<file path="src/rtl/apb_pkg.sv">
// Shared APB constants, register indices and FSM encoding.
// Imported by the register slave and its address decoder.
package apb_pkg;

  localparam int APB_DW = 32;
  localparam int APB_AW = 32;
  localparam int APB_SW = APB_DW / 8;

  localparam logic [3:0] REG_ID     = 4'd0;
  localparam logic [3:0] REG_STATUS = 4'd1;

  typedef enum logic [1:0] {
    IDLE = 2'b00,
    WAIT = 2'b01,
    DONE = 2'b10
  } state_e;

endpackage

</file>
<file path="src/rtl/apb_reg_decode.sv">
// Address and permission check for the register slave.
// Produces the word index, an in-map hit and the transfer error flag.
module apb_reg_decode
  import apb_pkg::*;
#(
  parameter int          ADDR_WIDTH = 32,
  parameter int          NUM_REGS   = 8,
  parameter logic [15:0] PRIV_MASK  = 16'h0
) (
  input  logic [ADDR_WIDTH-1:0] paddr,
  input  logic                  pwrite,
  input  logic [2:0]            pprot,
  output logic [3:0]            idx,
  output logic                  hit,
  output logic                  err
);

  localparam logic [4:0] NREGS = 5'(NUM_REGS);

  logic ro;
  logic priv;
  logic unused_prot;

  assign unused_prot = ^pprot[2:1];

  // Word index, map hit, and write-protection faults.
  always_comb begin
    idx  = paddr[5:2];
    hit  = (paddr[1:0] == 2'b00) &&
           ({1'b0, idx} < NREGS) &&
           (paddr[ADDR_WIDTH-1:6] == '0);
    ro   = (idx == REG_ID) || (idx == REG_STATUS);
    priv = PRIV_MASK[idx] && !pprot[0];
    err  = !hit || (pwrite && (ro || priv));
  end

endmodule

</file>
<file path="src/rtl/apb_reg_slave.sv">
// APB completer with a small bank of 32-bit control/status registers.
// Wait states, byte strobes, and PSLVERR on bad or forbidden accesses.
module apb_reg_slave
  import apb_pkg::*;
#(
  parameter int                  DATA_WIDTH   = 32,
  parameter int                  ADDR_WIDTH   = 32,
  parameter int                  STROBE_WIDTH = 4,
  parameter int                  NUM_REGS     = 8,
  parameter int                  WAIT_STATES  = 0,
  parameter logic [DATA_WIDTH-1:0] ID_VALUE   = 32'hA9B0_0001,
  parameter logic [15:0]         PRIV_MASK    = 16'h0
) (
  input  logic                           PCLK,
  input  logic                           PRESET,
  input  logic                           PSEL,
  input  logic                           PENABLE,
  input  logic                           PWRITE,
  input  logic [ADDR_WIDTH-1:0]          PADDR,
  input  logic [DATA_WIDTH-1:0]          PWDATA,
  input  logic [STROBE_WIDTH-1:0]        PSTRB,
  input  logic [2:0]                     PPROT,
  input  logic [DATA_WIDTH-1:0]          STATUS_in,
  output logic [DATA_WIDTH-1:0]          PRDATA,
  output logic                           PREADY,
  output logic                           PSLVERR,
  output logic [NUM_REGS*DATA_WIDTH-1:0] REGS_out,
  output logic [NUM_REGS-1:0]            WR_pulse
);

  state_e                  state_q, state_d;
  logic [3:0]              cnt_q, cnt_d;
  logic [3:0]              idx_q, idx_d;
  logic                    wr_q, wr_d;
  logic                    err_q, err_d;
  logic [DATA_WIDTH-1:0]   wdata_q, wdata_d;
  logic [STROBE_WIDTH-1:0] strb_q, strb_d;
  logic [DATA_WIDTH-1:0]   prdata_q, prdata_d;
  logic                    pready_q, pready_d;
  logic                    pslverr_q, pslverr_d;
  logic [NUM_REGS-1:0]     pulse_q, pulse_d;
  logic [DATA_WIDTH-1:0]   regs_q [NUM_REGS];
  logic [DATA_WIDTH-1:0]   regs_d [NUM_REGS];

  logic [3:0]            dec_idx;
  logic                  dec_hit;
  logic                  dec_err;
  logic                  go_done;
  logic [3:0]            t_idx;
  logic                  t_wr;
  logic                  t_err;
  logic [DATA_WIDTH-1:0] rdata;

  apb_reg_decode #(
    .ADDR_WIDTH (ADDR_WIDTH),
    .NUM_REGS   (NUM_REGS),
    .PRIV_MASK  (PRIV_MASK)
  ) u_dec (
    .paddr  (PADDR),
    .pwrite (PWRITE),
    .pprot  (PPROT),
    .idx    (dec_idx),
    .hit    (dec_hit),
    .err    (dec_err)
  );

  // Next-state, completion response and register write commit.
  always_comb begin
    state_d   = state_q;
    cnt_d     = cnt_q;
    idx_d     = idx_q;
    wr_d      = wr_q;
    err_d     = err_q;
    wdata_d   = wdata_q;
    strb_d    = strb_q;
    prdata_d  = '0;
    pready_d  = 1'b0;
    pslverr_d = 1'b0;
    pulse_d   = '0;
    regs_d    = regs_q;
    go_done   = 1'b0;
    t_idx     = idx_q;
    t_wr      = wr_q;
    t_err     = err_q;
    rdata     = '0;

    unique case (state_q)
      IDLE: begin
        if (PSEL && !PENABLE) begin
          idx_d   = dec_idx;
          wr_d    = PWRITE;
          err_d   = dec_err || !dec_hit;
          wdata_d = PWDATA;
          strb_d  = PSTRB;
          cnt_d   = 4'(WAIT_STATES);
          t_idx   = dec_idx;
          t_wr    = PWRITE;
          t_err   = dec_err || !dec_hit;
          if (WAIT_STATES == 0) begin
            state_d = DONE;
            go_done = 1'b1;
          end else begin
            state_d = WAIT;
          end
        end
      end
      WAIT: begin
        if (!PSEL) begin
          state_d = IDLE;
        end else if (cnt_q == 4'd1) begin
          state_d = DONE;
          go_done = 1'b1;
        end else begin
          cnt_d = cnt_q - 4'd1;
        end
      end
      DONE: begin
        state_d = IDLE;
        if (PSEL && PENABLE && wr_q && !err_q) begin
          for (int i = 2; i < NUM_REGS; i++) begin
            if (idx_q == 4'(i)) begin
              for (int b = 0; b < STROBE_WIDTH; b++) begin
                if (strb_q[b]) regs_d[i][8*b +: 8] = wdata_q[8*b +: 8];
              end
              pulse_d[i] = |strb_q;
            end
          end
        end
      end
      default: state_d = IDLE;
    endcase

    if (t_idx == REG_ID) begin
      rdata = ID_VALUE;
    end else if (t_idx == REG_STATUS) begin
      rdata = STATUS_in;
    end else begin
      for (int i = 2; i < NUM_REGS; i++) begin
        if (t_idx == 4'(i)) rdata = regs_q[i];
      end
    end

    if (go_done) begin
      pready_d  = 1'b1;
      pslverr_d = t_err;
      prdata_d  = (t_err || t_wr) ? '0 : rdata;
    end
  end

  // State, latched transfer, registered outputs and register bank.
  always_ff @(posedge PCLK or posedge PRESET) begin
    if (PRESET) begin
      state_q   <= IDLE;
      cnt_q     <= '0;
      idx_q     <= '0;
      wr_q      <= 1'b0;
      err_q     <= 1'b0;
      wdata_q   <= '0;
      strb_q    <= '0;
      prdata_q  <= '0;
      pready_q  <= 1'b0;
      pslverr_q <= 1'b0;
      pulse_q   <= '0;
      for (int i = 0; i < NUM_REGS; i++) regs_q[i] <= '0;
    end else begin
      state_q   <= state_d;
      cnt_q     <= cnt_d;
      idx_q     <= idx_d;
      wr_q      <= wr_d;
      err_q     <= err_d;
      wdata_q   <= wdata_d;
      strb_q    <= strb_d;
      prdata_q  <= prdata_d;
      pready_q  <= pready_d;
      pslverr_q <= pslverr_d;
      pulse_q   <= pulse_d;
      regs_q    <= regs_d;
    end
  end

  assign PRDATA   = prdata_q;
  assign PREADY   = pready_q;
  assign PSLVERR  = pslverr_q;
  assign WR_pulse = pulse_q;

  for (genvar g = 0; g < NUM_REGS; g++) begin : g_out
    assign REGS_out[g*DATA_WIDTH +: DATA_WIDTH] = regs_q[g];
  end

endmodule

</file>
<file path="config.mk">
export PLATFORM = sky130hd
export DESIGN_NAME = apb_reg_slave
export DESIGN_NICKNAME = d
export VERILOG_FILES = /design/src/rtl/apb_pkg.sv /design/src/rtl/apb_reg_decode.sv /design/src/rtl/apb_reg_slave.sv
export SDC_FILE = /design/constraint.sdc
export NUM_CORES = 1
export LEC_CHECK = 0
export CAP_MARGIN = 10
export CORE_ASPECT_RATIO = 1.25
export CORE_MARGIN = 10
export CORE_UTILIZATION = 30
export CTS_CLUSTER_DIAMETER = 60
export DETAILED_ROUTE_END_ITERATION = 8
export GPL_TIMING_DRIVEN = 1
export PLACE_DENSITY_LB_ADDON = 0.25
export SLEW_MARGIN = 30
export SYNTH_ARGS = -nofsm -noshare
export SYNTH_HDL_FRONTEND = slang
export SYNTH_SLANG_ARGS = --single-unit
export TNS_END_PERCENT = 100
</file>
<file path="constraint.sdc">
create_clock -name PCLK -period 15.84 [get_ports PCLK]
set_input_delay 3.96 -clock PCLK [delete_from_list [all_inputs] [get_ports PCLK]]
set_output_delay 3.96 -clock PCLK [all_outputs]
set_load 0.05 [all_outputs]
</file>
==> results_dict.tcl <==
set metrics [dict create \
    port_buffers 336 \
    insertion_delay_ns 0.56 \
    arrival_ns 7.75 \
    die_x_microns 212 \
    hold_viol 0 \
    clock_path_buffers 3 \
    clock.fmax_mhz 138 \
    rsz0062_at_grt "false" \
    hold_class "flip-flop to flip-flop" \
    multi_input_area_sq_mm 0.00634 \
    drive_above_1_share 0.193 \
    maxSlewHeadroom 0.306 \
    final-setup-viol-count 0 \
    regArea_sq_mm 0.00688 \
    synth.cell_area_sq_mm 0.0138 \
    cts_tree "done" \
    start_kind "input port" \
    async_flop_share 1.00 \
    finalCriticalPeriod_ns 7.26 \
    cts-root-buf "clkbuf_16" \
    num_rows 87 \
    vdd_ir_drop_max_mv 0.0676 \
    route.detailed.wl_per_inst_microns 25.4 \
    utilization 0.413 \
    critPathBufInv 3 \
    skew_ns 0.0253 \
    worstMarginPinSlew_ns 1.04 \
    syn_area_per_cell_sq_um 10.7 \
    dr.first_iter.drc_count 668 \
    synth-edff-count 0 \
    whs_ns 0.470 \
    syn_inst 1292 \
    place_inst 2146 \
    first_global_vias 11800 \
    dp_hpwl_mm 38.8 \
    wirelength_mm 56.2 \
    vias 11400 \
    cts.repair.resized 0 \
    synth_ff_type "dfrtp_1" \
    gr-usage-all-layers 0.198 \
    ys_ff_latch 275 \
    yosysSeqAreaShare 0.499 \
    cp-end-kind "flip-flop" \
    drc 0 \
    first_pass_iters 7 \
    required_ns 16.33 \
    path_class "input port to flip-flop" \
    die_h_microns 260 \
    grt_max_degree 82 \
    cp_slowest_stage_delay_ns 0.71 \
    io_pins 406 \
    hold_buffers 0 \
    final_cells 2212 \
    power_density_mw_per_mm2 101 \
    finalCritPeriodShare 0.458 \
    crit_family "buffers and inverters" \
    nNetsFinal 1715 \
    start_util 0.305 \
    gp_congestion 0.796 \
    numCtsBuffers 36 \
    finalSetupTns_ns 0 \
    cts_sinks 275 \
    grt_pass1_wl_mm 81.8 \
    post_drt_via_cell_ratio 5.17 \
    area_delta_synth_final_pct 35.5 \
    cap_violations 0 \
    post_cts_buffers 0 \
    cp_slowest_cell "mux2i_4" \
    die_area_sq_mm 0.0550 \
    antennaDiodeCount 0 \
    fill_cells 4403 \
    slew_violations 0 \
    crit_path_max_fanout 62 \
    outcome "finished, final reports clean" \
    core_sq_mm 0.0453 \
    ant_nets 0 \
    ys_warn_count 0 \
    clkTransAtPathRegs_ns 0.06 \
    antenna_found_initial 0 \
    p_leak_nw 8.05 \
    cts.htree.levels 2 \
    overflow 0 \
    synthDistinctLibCells 60 \
    cp_cell_sequence "clkdlybuf4s50_1 > or3b_4 > inv_6 > mux2i_4 > buf_4 > a21oi_1 > a2111oi_0 > o221a_1" \
]
==> cell families (layout without fill, tap and decap cells) <==
kind of cell / count (synthesis) / in the layout / synth area share
AOI/OAI and AO/OA: 260 / 260 / 0.131
DFF: 275 / 275 / 0.499
other: 1 / 66 / 0.000272
buffers and inverters: 150 / 427 / 0.0663
muxes: 208 / 208 / 0.171
and+or+nand+nor: 398 / 398 / 0.133
==> registers in the layout (all words and copies together), names as in the netlist <==
name	flops
PSLVERR	1
state_q	1
idx_q	4
wdata_q	32
PREADY	1
REGS_out	192
err_q	1
WR_pulse	6
wr_q	1
strb_q	4
PRDATA	32
==> cell usage after synthesis (all sizes together), types with 2 or more instances <==
| cell type | n | area, sq um |
|---|---|---|
| o311a | 4 | 40.0 |
| a21oi | 110 | 551 |
| o22a | 4 | 35.0 |
| nor2b | 7 | 43.8 |
| clkbuf | 38 | 144 |
| buf | 106 | 743 |
| nor3b | 3 | 22.5 |
| a2111o | 8 | 90.1 |
| o311ai | 20 | 175 |
| a211oi | 7 | 52.6 |
| dfrtp | 275 | 6880 |
| o221a | 20 | 225 |
| mux2 | 200 | 2260 |
| inv | 6 | 27.5 |
| o41ai | 2 | 25.0 |
| nand3b | 2 | 15.0 |
| nand4b | 2 | 17.5 |
| nand2 | 211 | 792 |
| a2111oi | 20 | 181 |
| nand4 | 2 | 12.5 |
| nand2b | 67 | 419 |
| nor4b | 2 | 17.5 |
| nor3 | 13 | 65.1 |
| a221oi | 7 | 61.3 |
| o31ai | 2 | 20.0 |
| nor4bb | 2 | 20.0 |
| a22o | 4 | 35.0 |
| o21ai | 34 | 170 |
| nor4 | 7 | 50.1 |
| nor2 | 70 | 287 |
| a22oi | 7 | 52.6 |
| mux2i | 8 | 105 |
| nand3 | 5 | 25.0 |
| a31oi | 7 | 43.8 |
==> per-stage QoR <==
stage               cell area, sq um  power (mW)  setup WS, ns
floorplan                      14000       0.959          4.30
global placement               17400        1.06          8.03
detailed placement             17500        1.07          8.00
CTS                            18700        1.91          8.59
global route                   18700        1.96          8.41
finish                         18700        1.89          8.58
==> cell type report <==
cell class | instances | share of cell area
multi-input cells | 932 | 0.339
flip-flops and latches | 275 | 0.368
clock inverters | 15 | 0.00977
well taps | 578 | 0.0387
repair buffers | 356 | 0.188
inverters | 6 | 0.00187
clock buffers | 50 | 0.0537
==> routing by layer <==
metal | track usage | part of all wire
met5 | 0 | 0
met4 | 0.0524 | 0.021
met3 | 0.0651 | 0.087
met2 | 0.343 | 0.50
met1 | 0.230 | 0.39
==> cell usage in the layout (no fill, tap or decap), types with 8 or more instances in the layout <==
cell type,n
a2111o_1,8
a2111oi_0,19
a21oi_1,108
buf_4,17
clkbuf_1,10
clkbuf_16,37
clkdlybuf4s50_1,335
conb_1,66
dfrtp_1,274
mux2_2,198
nand2_1,211
nand2b_1,67
nor2_1,53
nor2_2,16
nor3_1,13
o21ai_0,16
o21ai_1,18
o221a_1,17
o311ai_0,12
o311ai_1,8
==> worst paths after layout <==
| kind | from | end | slack (ns) | cells after the start |
|---|---|---|---|---|
| worst min-delay path | err_q | err_q | 0.47 | 1 |
| min in group asynchronous | PRESET | REGS_out[70] | 3.92 | 2 |
| worst max-delay path | PSEL | PRDATA[15] | 8.58 | 8 |
| max in group asynchronous | PRESET | wdata_q[20] | 10.55 | 3 |
| worst max register to register | state_q[1] | PRDATA[15] | 11.92 | 7 |
| worst min register to register | err_q | err_q | 0.47 | 1 |
==> report_power, final <==
group	internal (mW)	switching [mW]	total, mW
clock	0.497	0.332	0.829
combinational	0.0870	0.201	0.288
sequential	0.726	0.0445	0.770
total	1.31	0.577	1.89
(Power assumes the default switching activity.)
